### src/rtl/reg_file_rename_if.sv
// rtl/reg_file_rename_if.sv - dispatch/commit bundle between dispatcher, ROB and the renaming register file
interface reg_file_rename_if #(
    parameter int ROB_W = 4,
    parameter int XLEN  = 32
);
    logic             issue_en;
    logic [4:0]       issue_rd;
    logic [ROB_W-1:0] issue_rob_id;
    logic [4:0]       rs1;
    logic [4:0]       rs2;
    logic [XLEN-1:0]  rs1_val;
    logic             rs1_busy;
    logic [ROB_W-1:0] rs1_tag;
    logic [XLEN-1:0]  rs2_val;
    logic             rs2_busy;
    logic [ROB_W-1:0] rs2_tag;
    logic             commit_en;
    logic [4:0]       commit_rd;
    logic [ROB_W-1:0] commit_rob_id;
    logic [XLEN-1:0]  commit_val;
    logic             clear;

    modport master (
        output issue_en, issue_rd, issue_rob_id, rs1, rs2,
        output commit_en, commit_rd, commit_rob_id, commit_val, clear,
        input  rs1_val, rs1_busy, rs1_tag, rs2_val, rs2_busy, rs2_tag
    );

    modport slave (
        input  issue_en, issue_rd, issue_rob_id, rs1, rs2,
        input  commit_en, commit_rd, commit_rob_id, commit_val, clear,
        output rs1_val, rs1_busy, rs1_tag, rs2_val, rs2_busy, rs2_tag
    );
endinterface

### src/rtl/reg_file_rename.sv
// rtl/reg_file_rename.sv - architectural register file with per-register ROB rename tags
// Optional same-cycle commit forwarding on reads: RF_COMMIT_BYPASS_EN.
module reg_file_rename #(
    parameter int REG_NUM = 32,
    parameter int ROB_W   = 4,
    parameter int XLEN    = 32
) (
    input  logic                clk,
    input  logic                rst,
    input  logic                rdy,
    reg_file_rename_if.slave    bus
);
    logic [XLEN-1:0]  val_q  [REG_NUM];
    logic [ROB_W-1:0] tag_q  [REG_NUM];
    logic [REG_NUM-1:0] busy_q;

    logic [4:0]       rs_idx  [2];
    logic [XLEN-1:0]  rd_val  [2];
    logic             rd_busy [2];
    logic [ROB_W-1:0] rd_tag  [2];

    always_ff @(posedge clk) begin
        if (rst) begin
            for (int i = 0; i < REG_NUM; i++) begin
                val_q[i] <= '0;
                tag_q[i] <= '0;
            end
            busy_q <= '0;
        end else if (rdy) begin
            if (bus.commit_en && bus.commit_rd != 5'd0) begin
                val_q[bus.commit_rd] <= bus.commit_val;
                // A commit from an older rename must not release a newer one
                if (busy_q[bus.commit_rd] && tag_q[bus.commit_rd] == bus.commit_rob_id)
                    busy_q[bus.commit_rd] <= 1'b0;
            end
            if (bus.clear) begin
                busy_q <= '0;
            end else if (bus.issue_en && bus.issue_rd != 5'd0) begin
                busy_q[bus.issue_rd] <= 1'b1;
                tag_q[bus.issue_rd]  <= bus.issue_rob_id;
            end
        end
    end

    assign rs_idx[0] = bus.rs1;
    assign rs_idx[1] = bus.rs2;

    always_comb begin
        for (int p = 0; p < 2; p++) begin
            rd_val[p]  = '0;
            rd_busy[p] = 1'b0;
            rd_tag[p]  = '0;
            if (rs_idx[p] != 5'd0) begin
                rd_val[p]  = val_q[rs_idx[p]];
                rd_busy[p] = busy_q[rs_idx[p]];
                rd_tag[p]  = tag_q[rs_idx[p]];
`ifdef RF_COMMIT_BYPASS_EN
                if (rdy && bus.commit_en && bus.commit_rd == rs_idx[p] &&
                    busy_q[rs_idx[p]] && tag_q[rs_idx[p]] == bus.commit_rob_id) begin
                    rd_busy[p] = 1'b0;
                    rd_val[p]  = bus.commit_val;
                end
`endif
            end
        end
    end

    assign bus.rs1_val  = rd_val[0];
    assign bus.rs1_busy = rd_busy[0];
    assign bus.rs1_tag  = rd_tag[0];
    assign bus.rs2_val  = rd_val[1];
    assign bus.rs2_busy = rd_busy[1];
    assign bus.rs2_tag  = rd_tag[1];
endmodule

### src/flat_wrapper.sv
// flat-port wrapper written by rule: the top's interface ports become plain ports
module reg_file_rename_flat 
#(
    parameter int REG_NUM = 32,
    parameter int ROB_W   = 4,
    parameter int XLEN    = 32
)
  (clk, rst, rdy, bus_issue_en, bus_issue_rd, bus_issue_rob_id, bus_rs1, bus_rs2, bus_commit_en, bus_commit_rd, bus_commit_rob_id, bus_commit_val, bus_clear, bus_rs1_val, bus_rs1_busy, bus_rs1_tag, bus_rs2_val, bus_rs2_busy, bus_rs2_tag);
  reg_file_rename_if #(.ROB_W(ROB_W), .XLEN(XLEN)) bus_i ();
  input  logic clk;
  input  logic rst;
  input  logic rdy;
  input wire logic [$bits(bus_i.issue_en)-1:0] bus_issue_en;
  input wire logic [$bits(bus_i.issue_rd)-1:0] bus_issue_rd;
  input wire logic [$bits(bus_i.issue_rob_id)-1:0] bus_issue_rob_id;
  input wire logic [$bits(bus_i.rs1)-1:0] bus_rs1;
  input wire logic [$bits(bus_i.rs2)-1:0] bus_rs2;
  input wire logic [$bits(bus_i.commit_en)-1:0] bus_commit_en;
  input wire logic [$bits(bus_i.commit_rd)-1:0] bus_commit_rd;
  input wire logic [$bits(bus_i.commit_rob_id)-1:0] bus_commit_rob_id;
  input wire logic [$bits(bus_i.commit_val)-1:0] bus_commit_val;
  input wire logic [$bits(bus_i.clear)-1:0] bus_clear;
  output wire logic [$bits(bus_i.rs1_val)-1:0] bus_rs1_val;
  output wire logic [$bits(bus_i.rs1_busy)-1:0] bus_rs1_busy;
  output wire logic [$bits(bus_i.rs1_tag)-1:0] bus_rs1_tag;
  output wire logic [$bits(bus_i.rs2_val)-1:0] bus_rs2_val;
  output wire logic [$bits(bus_i.rs2_busy)-1:0] bus_rs2_busy;
  output wire logic [$bits(bus_i.rs2_tag)-1:0] bus_rs2_tag;
  assign bus_i.issue_en = bus_issue_en;
  assign bus_i.issue_rd = bus_issue_rd;
  assign bus_i.issue_rob_id = bus_issue_rob_id;
  assign bus_i.rs1 = bus_rs1;
  assign bus_i.rs2 = bus_rs2;
  assign bus_i.commit_en = bus_commit_en;
  assign bus_i.commit_rd = bus_commit_rd;
  assign bus_i.commit_rob_id = bus_commit_rob_id;
  assign bus_i.commit_val = bus_commit_val;
  assign bus_i.clear = bus_clear;
  assign bus_rs1_val = bus_i.rs1_val;
  assign bus_rs1_busy = bus_i.rs1_busy;
  assign bus_rs1_tag = bus_i.rs1_tag;
  assign bus_rs2_val = bus_i.rs2_val;
  assign bus_rs2_busy = bus_i.rs2_busy;
  assign bus_rs2_tag = bus_i.rs2_tag;
  reg_file_rename #(.REG_NUM(REG_NUM), .ROB_W(ROB_W), .XLEN(XLEN)) u_core (.clk(clk), .rst(rst), .rdy(rdy), .bus(bus_i));
endmodule
### config.mk
export PLATFORM = sky130hd
export DESIGN_NAME = reg_file_rename_flat
export DESIGN_NICKNAME = d
export VERILOG_FILES = /design/src/rtl/reg_file_rename_if.sv /design/src/rtl/reg_file_rename.sv /design/src/flat_wrapper.sv
export SDC_FILE = /design/constraint.sdc
export NUM_CORES = 2
export LEC_CHECK = 0
export CORE_MARGIN = 2
export CORE_UTILIZATION = 50
export CTS_BUF_LIST = sky130_fd_sc_hd__clkbuf_8
export CTS_CLUSTER_SIZE = 20
export DETAILED_ROUTE_END_ITERATION = 12
export PLACE_DENSITY_LB_ADDON = 0.25
export SLEW_MARGIN = 20
export SYNTH_ARGS = -nofsm -noshare
export SYNTH_HDL_FRONTEND = slang
export SYNTH_SLANG_ARGS = --single-unit
### constraint.sdc
create_clock -name clk -period 7.7 [get_ports clk]
set_input_delay 2.31 -clock clk [delete_from_list [all_inputs] [get_ports clk]]
set_output_delay 2.31 -clock clk [all_outputs]
set_load 0.03 [all_outputs]
Yosys cells after proc, flatten, opt, wreduce, memory -nomap -nowiden
Memories as Yosys holds them, arrays and structs flattened.
Index checks and enable logic that the tools add are counted.

cells by class
  reductions and logical operators = 11
  multiplexer cells = 39
  bitwise gates (word level) = 3
  order comparisons = 6
  equality and inequality tests = 1

operators with widths
  cell                number
  $mux 32             9
  $and 32x32->32      1
  $not 32->32         1
  $or 32x32->32       1
  $reduce_or 32->1    1
  $lt 5x6->1 const B  4
  $mux 1              20
  $reduce_bool 5->1   4
  $bmux 1 s5          3
  $mux 4              3
  $demux 1 s5         2
  $ge 5x1->1 const B  2
  $mux 5              2
  $logic_and 1x1->1   5
  $eq 4x4->1          1
  $reduce_or 4->1     1

word-level totals
  register bits after elaboration = 32
  memories kept = 2
  bits in writable memories = 1,152

memories
  memory        words  width  read ports  clocked after memory_dff  wr ports  RTL line               source
  u_core.val_q  32     32     2           0                         32        reg_file_rename.sv:13  logic [XLEN-1:0] val_q [REG_NUM];
  u_core.tag_q  32     4      3           0                         32        reg_file_rename.sv:14  logic [ROB_W-1:0] tag_q [REG_NUM];

Depth between registers and ports, before layout
  depth in word-level cells = 13
  gate-level depth with buffers = 13
  mapped depth without buffers = 8

Least setup slack after synthesis
No wires, ideal clock.

  path kind = input -> output
  start point = input bus_rs2[0]
  end point = output bus_rs2_tag[1]
  path slack = 0.661 ns
  data required time = 5.390 ns
  data arrival time = 4.729 ns
  stages on the path = 9
  path buffers = 5
  cells stage by stage = buf_2 buf_2 buf_2 clkbuf_1 buf_2 mux2i_1 o221ai_1 a221oi_1 a211oi_1

between the ends
  word-level cells in the longest chain between the ends = 2

RTL lines
  what                                                      RTL line               source
  from (decl)                                               flat_wrapper.sv:17     input wire logic [$bits(bus_i.rs2)-1:0] bus_rs2;
  $mem_v2 32x4 / $reduce_bool 5->1 (equally long branches)  -
  $mux 4 (*)                                                reg_file_rename.sv:53  if (rs_idx[p] != 5'd0) begin
  to (decl)                                                 flat_wrapper.sv:28     output wire logic [$bits(bus_i.rs2_tag)-1:0] bus_rs2_tag;

Mark *: on every way between the ends. The rest lies on a longest branch, timed or not.

Worst setup path in the final report
  start point = input bus_rs1[0]
  end point = output bus_rs1_val[21]

between the ends
  word-level cells in the longest chain between the ends = 2

RTL lines
  what                                                       RTL line               source
  from (decl)                                                flat_wrapper.sv:16     input wire logic [$bits(bus_i.rs1)-1:0] bus_rs1;
  $mem_v2 32x32 / $reduce_bool 5->1 (equally long branches)  -
  $mux 32 (*)                                                reg_file_rename.sv:53
  to (decl)                                                  flat_wrapper.sv:23     output wire logic [$bits(bus_i.rs1_val)-1:0] bus_rs1_val;

Marks and branches as above.

==> flow_metrics.tcl <==
set metrics [dict create \
    status "finished clean" \
    io_buffers 139 \
    synthTopCellsByArea "edfxtp_1, mux4_2, and2_1" \
    final.setup.worst_slack_ns 0.1038 \
    start_util_pct 50.43 \
    clock_sink_count 1184 \
    fmaxAchievable_mhz 131.6 \
    power_frac_clock_pct 34.9 \
    drive_gt1_share_pct 29.68 \
    peakVddDrop_mv 0.1815 \
    fp.dieH_um 363.1 \
    syn_area_per_cell_um2 15.21 \
    grt_max_degree 78 \
    routed_wirelength_mm 227.8 \
    yosys.area.top_type "edfxtp_1" \
    synth-seq-cells 1184 \
    p_comb_share_pct 14.9 \
    setup_tns_ns 0 \
    ant_nets 0 \
    tightest_slew_ns 1.241 \
    power_density_nw_per_um2 208.5 \
    syn-cell-area_um2 64480 \
    rsz0062_at_grt "no" \
    hold_violations 0 \
    die_area_um2 131800 \
    yosys-top-cells-count "edfxtp_1, and2_1, mux4_2, clkbuf_1, mux2i_1" \
    slew_violations 0 \
    critPathLaunchType "input port" \
    postCtsHoldBufs 0 \
    grt_overflow 0 \
    gp_congestion 0.9501 \
    worstSetupEndpointType "primary output" \
    synth_seq_area_share_pct 54.65 \
    grt_pass1_vias 42120 \
    ctsRootBufferMaster "clkbuf_8" \
    synth_edf_count 1152 \
    finalCriticalPeriod_ns 7.596 \
    critPathArrivalTime_ns 5.29 \
    avgViaCountPerCell 6.860 \
    final_area_um2 72520 \
    rows 131 \
    drc 0 \
    preCtsSetupSlack_ns 0.08394 \
    grt_usage_pct 34.69 \
    hold_path_class "reg2reg" \
    final_nets 4468 \
    antenna_found_initial 37 \
    setup_violations 0 \
    drt_iter0_drc 7002 \
    maxCapViolations 0 \
    vias 42790 \
    yosysTopAreaCellShare_pct 53.65 \
    cts_setup_buffers 0 \
    postCtsResizedCells 0 \
    post-route-util_pct 56.72 \
    clock-skew-final_ns 0.02597 \
    dieWidth_um 363.1 \
    grt_first_pass_wirelength_mm 318.0 \
    synth_warnings 0 \
    avgRoutedWirePerCell_um 36.53 \
    cts_buffers 200 \
    hold_ws_ns 0.5257 \
    syn_inst 4239 \
    maxSlewHeadroom_pct 17.27 \
    path_clk_slew_ns 0.06 \
    insertion_delay_ns 0.95 \
    ys_types 56 \
    yosysMostFrequentCell "edfxtp_1" \
    dp_hpwl_mm 137.0 \
    required_ns 5.39 \
    areaGrowthSynthToFinish_pct 12.47 \
    fin_crit_sh_pct 98.65 \
    p_leak_nw 25.49 \
    path_class "in2out" \
    seq_power_share_pct 50.2 \
    tritoncts "built" \
    htreeDepth 4 \
    switching_power_mw 4.152 \
    n_fill_cell 9917 \
    p_int_mw 10.97 \
    async_reset_ff_share_pct 0 \
    cp_max_fo 31 \
    firstDrtPassIters 6 \
    placed_area_um2 68870 \
    ios 140 \
    netSwitchingFraction_pct 27.46 \
    clk_path_buf_depth 3 \
    synth_ff_type "edfxtp_1" \
    fp.coreArea_um2 127800 \
]
-- kinds of logic after synthesis --
kind of cell,count (synthesis),synth area share (%)
AO/OA/AOI/OAI,270,2.955
buffers and inverters,449,2.744
XOR/XNOR,3,0.05241
multiplexers,892,26.21
other,1,0.005816
AND/OR/NAND/NOR,1440,13.39
flip-flops,1184,54.65
-- cells in the final DEF, fill, tap and decap left out, types with 20 or more instances in the layout --
master	netlist	layout
and2_1	1118	1118
or2_2	65	65
o22ai_1	55	55
edfxtp_1	1152	1152
clkdlybuf4s50_1	0	57
inv_1	2	69
conb_1	1	36
mux2i_1	210	210
mux2_2	52	52
clkinv_2	0	28
a211oi_1	28	28
buf_12	0	57
buf_4	7	249
dfxtp_1	32	32
clkbuf_8	0	207
nand2b_1	21	21
nor2_4	0	29
nor2_1	141	112
o221ai_1	32	32
nor3_1	23	20
mux4_2	624	624
clkinv_1	0	42
a221oi_1	32	32
a21oi_1	65	64
-- critical path, stage by stage --
cell	delay (ns)
buf_8	0.36
buf_12	0.27
buf_12	0.21
mux4_2	0.51
mux4_2	0.51
mux2i_1	0.65
nor2_1	0.15
buf_4	0.22
-- metal layers --
layer | up-vias | routed length, um | track usage, %
li1 | 16770 | - | -
met1 | 21850 | 80690 | 45.87
met2 | 3463 | 103800 | 52.21
met3 | 680 | 31480 | 10.82
met4 | 22 | 11770 | 17.10
met5 | - | 139 | 0
-- worst paths after layout --
kind | startpoint | endpoint | slack (ns) | depth (start not counted)
worst max-delay path | bus_rs1[0] | bus_rs1_val[21] | 0.10 | 8
worst min-delay path | u_core.busy_q[0] | u_core.busy_q[0] | 0.53 | 1
worst max register to register | u_core.tag_q[16][3] | u_core.busy_q[30] | 4.53 | 10
worst min register to register | u_core.busy_q[0] | u_core.busy_q[0] | 0.53 | 1
-- power groups by stage --
stage | combinational (mW) | sequential [mW] | clock (mW)
after floorplan | 1.33 | 7.63 | 0
after global placement | 2.20 | 7.69 | 0
after detailed placement | 2.21 | 7.71 | 0
after CTS | 2.21 | 7.58 | 5.30
after global routing | 2.31 | 7.62 | 5.57
final | 2.25 | 7.59 | 5.28
-- flip-flops by register name, summed over array words and instances, names as in the netlist --
signal,flops
u_core.tag_q,128
u_core.val_q,1024
u_core.busy_q,32
-- cell type report --
| type | count | area, um^2 | share of cell area, % |
|---|---|---|---|
| Inverter | 2 | 7.507 | 0.01035 |
| Sequential cell | 1184 | 35230 | 48.59 |
| Clock buffer | 207 | 2849 | 3.929 |
| Timing Repair Buffer | 373 | 3684 | 5.080 |
| Clock inverter | 151 | 754.5 | 1.040 |
| Antenna cell | 17 | 42.54 | 0.05866 |
| Tap cell | 1662 | 2079 | 2.868 |
| Multi-Input combinational cell | 2641 | 27870 | 38.43 |
-- stage by stage --
step / cells / power [mW]
after floorplan: 4274 / 8.954
after global placement: 5861 / 9.882
after detailed placement: 5862 / 9.917
after CTS: 6220 / 15.10
after global routing: 6232 / 15.50
final: 6237 / 15.12
Note: power is estimated with default switching activity, not from simulation.
